==> config.mk <==
export PLATFORM = sky130hd
export DESIGN_NAME = plot_writer
export DESIGN_NICKNAME = d
export VERILOG_FILES = /design/src/rtl/plot_writer.sv
export SDC_FILE = /design/constraint.sdc
export NUM_CORES = 1
export LEC_CHECK = 0
export CORE_ASPECT_RATIO = 1.4
export CORE_MARGIN = 2
export CORE_UTILIZATION = 54
export DETAILED_ROUTE_END_ITERATION = 7
export PLACE_DENSITY = 0.84
export RECOVER_POWER = 100
export SLEW_MARGIN = 40
export SYNTH_ARGS = -nofsm -noshare
export SYNTH_HDL_FRONTEND = slang
export SYNTH_SLANG_ARGS = --single-unit
==> constraint.sdc <==
create_clock -name i_clock -period 3.81 [get_ports i_clock]
set_input_delay 0.9525 -clock i_clock [delete_from_list [all_inputs] [get_ports i_clock]]
set_output_delay 0.9525 -clock i_clock [all_outputs]
set_load 0.02 [all_outputs]
==> src/rtl/plot_writer.sv <==
// plot_writer: takes finished escape-time results, maps each to an RRGGBB
// colour, buffers them in a small FIFO and drives the VGA adapter plot port
// at up to one pixel per cycle. Counts plots and pulses frame_done on the
// final pixel of a frame.
// Build option: define MONO_PALETTE_EN for a two-colour (black/white) palette.
module plot_writer #(
  parameter int DEPTH  = 4,
  parameter int LAST_X = 0,
  parameter int LAST_Y = 240
) (
  input  logic                     i_clock,
  input  logic                     i_reset,
  input  logic                     i_in_valid,
  output logic                     o_in_ready,
  input  logic [8:0]               i_in_x,
  input  logic [7:0]               i_in_y,
  input  logic [5:0]               i_in_count,
  input  logic                     i_in_diverge,
  input  logic                     i_pause,
  output logic                     o_plot,
  output logic [8:0]               o_plot_x,
  output logic [7:0]               o_plot_y,
  output logic [5:0]               o_plot_colour,
  output logic [$clog2(DEPTH):0]   o_level,
  output logic [16:0]              o_pixels_plotted,
  output logic                     o_frame_done
);

  localparam int AW = $clog2(DEPTH);
  localparam int LW = AW + 1;
  localparam logic [LW-1:0] FULL_LEVEL = LW'(DEPTH);
  localparam logic [AW-1:0] PTR_ONE    = AW'(1);
  localparam logic [LW-1:0] LVL_ONE    = LW'(1);
  localparam logic [8:0]    FRAME_X    = 9'(LAST_X);
  localparam logic [7:0]    FRAME_Y    = 8'(LAST_Y);

  logic [22:0]   r_mem [DEPTH];
  logic [AW-1:0] r_wptr;
  logic [AW-1:0] r_rptr;
  logic [LW-1:0] r_level;

  logic          r_plot;
  logic [8:0]    r_plot_x;
  logic [7:0]    r_plot_y;
  logic [5:0]    r_plot_colour;
  logic [16:0]   r_pixels;
  logic          r_frame_done;

  logic          w_full;
  logic          w_push;
  logic          w_pop;
  logic [5:0]    w_colour;
  logic [22:0]   w_head;
  logic [8:0]    w_head_x;
  logic [7:0]    w_head_y;
  logic [5:0]    w_head_colour;
  logic          w_head_last;

  assign w_full     = (r_level == FULL_LEVEL);
  assign o_in_ready = !w_full;
  // a full FIFO refuses a push even when the same edge pops
  assign w_push     = i_in_valid && !w_full;
  assign w_pop      = (r_level != '0) && !i_pause;

  assign w_head        = r_mem[r_rptr];
  assign w_head_x      = w_head[22:14];
  assign w_head_y      = w_head[13:6];
  assign w_head_colour = w_head[5:0];
  assign w_head_last   = (w_head_x == FRAME_X) && (w_head_y == FRAME_Y);

  // Colour mapping at push time; escaped points are never black.
  always_comb begin
    w_colour = 6'b000000;
`ifdef MONO_PALETTE_EN
    if (i_in_diverge) w_colour = 6'b111111;
`else
    if (i_in_diverge) begin
      w_colour = {i_in_count[1:0], i_in_count[3:2], i_in_count[5:4]};
      if (w_colour == 6'b000000) w_colour = 6'b000001;
    end
`endif
  end

  // FIFO storage write; contents need no reset since pointers are cleared.
  always_ff @(posedge i_clock) begin
    if (!i_reset && w_push) r_mem[r_wptr] <= {i_in_x, i_in_y, w_colour};
  end

  // FIFO pointers and occupancy.
  always_ff @(posedge i_clock) begin
    if (i_reset) begin
      r_wptr  <= '0;
      r_rptr  <= '0;
      r_level <= '0;
    end else begin
      if (w_push) r_wptr <= r_wptr + PTR_ONE;
      if (w_pop)  r_rptr <= r_rptr + PTR_ONE;
      case ({w_push, w_pop})
        2'b10:   r_level <= r_level + LVL_ONE;
        2'b01:   r_level <= r_level - LVL_ONE;
        default: r_level <= r_level;
      endcase
    end
  end

  // Plot port, pixel counter and end-of-frame pulse, registered on pop.
  always_ff @(posedge i_clock) begin
    if (i_reset) begin
      r_plot        <= 1'b0;
      r_plot_x      <= '0;
      r_plot_y      <= '0;
      r_plot_colour <= '0;
      r_pixels      <= '0;
      r_frame_done  <= 1'b0;
    end else begin
      r_plot       <= w_pop;
      r_frame_done <= w_pop && w_head_last;
      if (w_pop) begin
        r_plot_x      <= w_head_x;
        r_plot_y      <= w_head_y;
        r_plot_colour <= w_head_colour;
        r_pixels      <= w_head_last ? 17'd0 : r_pixels + 17'd1;
      end
    end
  end

  assign o_plot           = r_plot;
  assign o_plot_x         = r_plot_x;
  assign o_plot_y         = r_plot_y;
  assign o_plot_colour    = r_plot_colour;
  assign o_level          = r_level;
  assign o_pixels_plotted = r_pixels;
  assign o_frame_done     = r_frame_done;

endmodule

==> results list <==
- The flow ran to the end, but the final reports show violations.
* Violations in the final reports: capacitance limit, slew limit
- Post-CTS timing repair inserted 0 buffers for setup.
- Initial DRC Count: 223
- IR drop worst, VDD: 0.000376 V
- Measured along the y axis, the die boundary spans 124 um.
- Yosys mapped a number of flops with a built-in enable equal to 92.
- Setup violation total in the final timing report: 0
- The clock period could shrink to 3.21 ns.
- In this run the remaining antenna-violating nets after routing total 0.
- In this design, the largest share of critical-path delay is due to compound AO/OA/AOI/OAI gates.
- The Yosys step of the flow raised 0 warnings.
- Ratio of final minimum period to clock period: 0.842
- Traced cell by cell, the critical path runs through buf_4 -> mux4_1 -> nor4_2 -> nand4b_2 -> o31ai_2 -> nor2_1.
- Sum of net half-perimeters after detailed placement: 7070 um
* CTS Hold Bufs: 0
- Fraction of final layout cells sized beyond drive strength 1: 0.115
- In the synthesized netlist, the cells that appear most often are 92 x sky130_fd_sc_hd__edfxtp_1, 56 x sky130_fd_sc_hd__nand2_1, 51 x sky130_fd_sc_hd__dfxtp_1, 26 x sky130_fd_sc_hd__a21oi_1, 26 x sky130_fd_sc_hd__nor2_1.
* Per-instance average area after synthesis: 14.9 um^2
* Adder-cell share of the synthesized area: 0.0172
- RSZ-0062 raised after global routing: false
- CP max stage delay: 0.93 ns
* Worst-path fanout max: 19
- Worst-Skew Late Latency: 0.41 ns
* Synthesized area: 0.00553 mm^2
* Dominant combinational cell family by area after synthesis: simple AND/OR/NAND/NOR gates
- The pre-antenna-repair detailed-routing pass consisted of 4 iterations.
* Cts bufs inserted: 17
* Area contributors post-synth: sky130_fd_sc_hd__edfxtp_1 50%, sky130_fd_sc_hd__dfxtp_1 18%, sky130_fd_sc_hd__mux4_1 5.2%
* Synth cell types: 35
- Fraction of the mapped netlist area in simple logic gates: 0.105
* WL final: 11000 um
- Fraction of registers with async set/reset: 0
* Sum Neg Setup Slack: 0 ns
- The clock tree synthesis step divided the H-tree into 4 levels.
- Dividing the detail-routed via count by the number of cells gives 5.46.
- Counting the fill cells in the layout gives 625.
* Number of buffers on the longest clock path: 2
* Initial antenna violation count: 0
- Data arrives at the worst endpoint at 3.46 ns.
- The region available for standard cell placement spans 0.00995 mm^2.
* Synthesized instance count: 371
- Final hold violations: 0
- Clk sinks: 143
- For this run, the top clock speed supported by timing is 0.312 GHz.
* Yosys top cell area share: 0.500
* Clock-pin transition on the worst setup and hold timing paths: 0.06 ns
- Of the total synthesized cell area, the portion taken by XOR and XNOR cells is 0.0333.
* Data required time at the worst endpoint: 4.06 ns
- Start-to-end type of the worst setup path: register to register
- 74 I/O pins were placed.
- The final number of max-transition violations was 84.
* Count leader, synth: sky130_fd_sc_hd__edfxtp_1
- For the pin with the worst max-slew slack, the measured transition is 1.73 ns.
* Relative slew margins: -0.155
- Initial Util: 0.555
* Clk_skew: 0.00815 ns
- Across the run, the number of max-cap violations was 4.
* Clock tree from TritonCTS: yes
- Portion of the post-synthesis area used by sequential elements: 0.685
- From synthesis to final layout, the design area changed by 26.5%.
- The synthesized design contains 143 register bits.
- In the final routed layout, each cell accounts on average for 18.3 um.
* Most area-hungry cell type in the Yosys netlist: sky130_fd_sc_hd__edfxtp_1
- Clock root buffer: sky130_fd_sc_hd__clkbuf_16
* Pwr Density: 654 mW/mm^2
- Area fraction in compound gates after synthesis: 0.0308
- Vias in the first global route: 3399
* Remaining global-route overflow: 0
- The worst setup path is launched from a register.
- Post-Syn Nets: 406
* Final cell area excluding filler cells: 0.00699 mm^2
* Kind of end point of the critical path: register
* Overall die width: 89.5 um
* Ant diodes: 0
- Crit path buf inv count: 1
* Number of cells upsized or downsized after cts: 0
* Pin count of the biggest net entering global routing: 36
- Core Rows: 43
- The min-delay analysis places its worst path in the category register to register.
* First-pass GRT wire length: 17500 um
* Slowest cell on the critical path: sky130_fd_sc_hd__o31ai_2
- At the end of the flow, the number of nets in the layout was 490.
* All-layer global routing usage: 0.219
- Input and output buffers added on the ports amount to 73.
- Vias after detailed routing: 3293
- DRC violation count after routing: 0
- The most used flip-flop cell after synthesis is sky130_fd_sc_hd__edfxtp_1.
- The die covers 0.0111 mm^2.
- Multiplexer share of the synthesized area: 0.101
- In this run the cell area measured after placement is 0.00637 mm^2.
- At the end of routability-driven placement, the weighted congestion stood at 0.817.
- Static leakage: 2.53 nW
## path summary, 6_finish.rpt
check / startpoint / to / slack (ns) / depth (start not counted)
setup / recovery: register / o_pixels_plotted[2]$_SDFFE_PP0P_ / 0.60 / 6
hold / removal: o_plot_y[2]$_SDFFE_PP0P_ / o_plot_y[2]$_SDFFE_PP0P_ / 0.45 / 2
setup reg to reg: register / o_pixels_plotted[2]$_SDFFE_PP0P_ / 0.60 / 6
hold reg to reg: o_plot_y[2]$_SDFFE_PP0P_ / o_plot_y[2]$_SDFFE_PP0P_ / 0.45 / 2
## worst min-delay path, cell delays in order, from the launching register on
cell and delay, ns:
sky130_fd_sc_hd__dfxtp_1 0.30, sky130_fd_sc_hd__nand2_1 0.05, sky130_fd_sc_hd__a21oi_1 0.05
## routing by layer
layer,up-vias,track usage,share of wire
li1,1538,-,-
met1,1649,0.259,0.39
met2,95,0.375,0.55
met3,11,0.0524,0.045
met4,0,0.102,0.016
met5,-,0,0
## state kept, by name, indices dropped and copies added, names as in the netlist, named ones only
register          cells
o_plot_y              8
r_wptr                2
r_mem                92
o_plot_x              9
o_frame_done          1
o_pixels_plotted     17
o_plot_colour         6
r_rptr                2
o_level               3
o_plot                1
## per-stage QoR
stage	hold WS, ns	power, mW	cells	utilization	setup WS [ns]
finish	0.450	4.57	603	0.702	0.602
global route	0.469	4.77	603	0.702	0.360
CTS	0.456	4.66	603	0.704	0.864
detailed placement	0.448	2.94	571	0.640	0.690
global placement	0.442	2.90	571	0.640	0.762
floorplan	0.469	2.61	371	-	0.785
## final cells by class
type                    instances  area [um^2]  area share
clock inverters                 5         31.3     0.00448
clock buffers                  27          613      0.0877
well taps                     135          169      0.0242
inverters                       7         26.3     0.00376
multi-input cells             204         1590       0.227
flip-flops and latches        143         3780       0.541
repair buffers                 82          779       0.112
## kinds of logic after synthesis
family,after synthesis
AO/OA/AOI/OAI,30
XOR/XNOR,21
adder cells (fa/ha/maj),7
buffers and inverters,24
flip-flops,143
multiplexers,23
AND/OR/NAND/NOR,123
## layout by cell type (no fill, tap or decap), drive strengths merged, types with 5 or more instances in the layout
cell type      netlist  layout
dlygate4sd3          0      68
nor2                26      26
nand3               10      10
edfxtp              92      92
and2                10      10
a21oi               26      26
dfxtp               51      51
inv                  7       7
nand2               56      56
clkbuf              12      32
xnor2                6       6
mux4                23      23
ha                   6       6
xor2                15      15
clkdlybuf4s50        0       5
## power breakdown
| part | leakage (nW) | internal, mW | switching (mW) |
|---|---|---|---|
| registers | 1.25 | 1.82 | 0.0928 |
| clock network | 0.320 | 1.10 | 0.597 |
| logic | 0.957 | 0.425 | 0.535 |
Power figures use the tool's default switching activity.
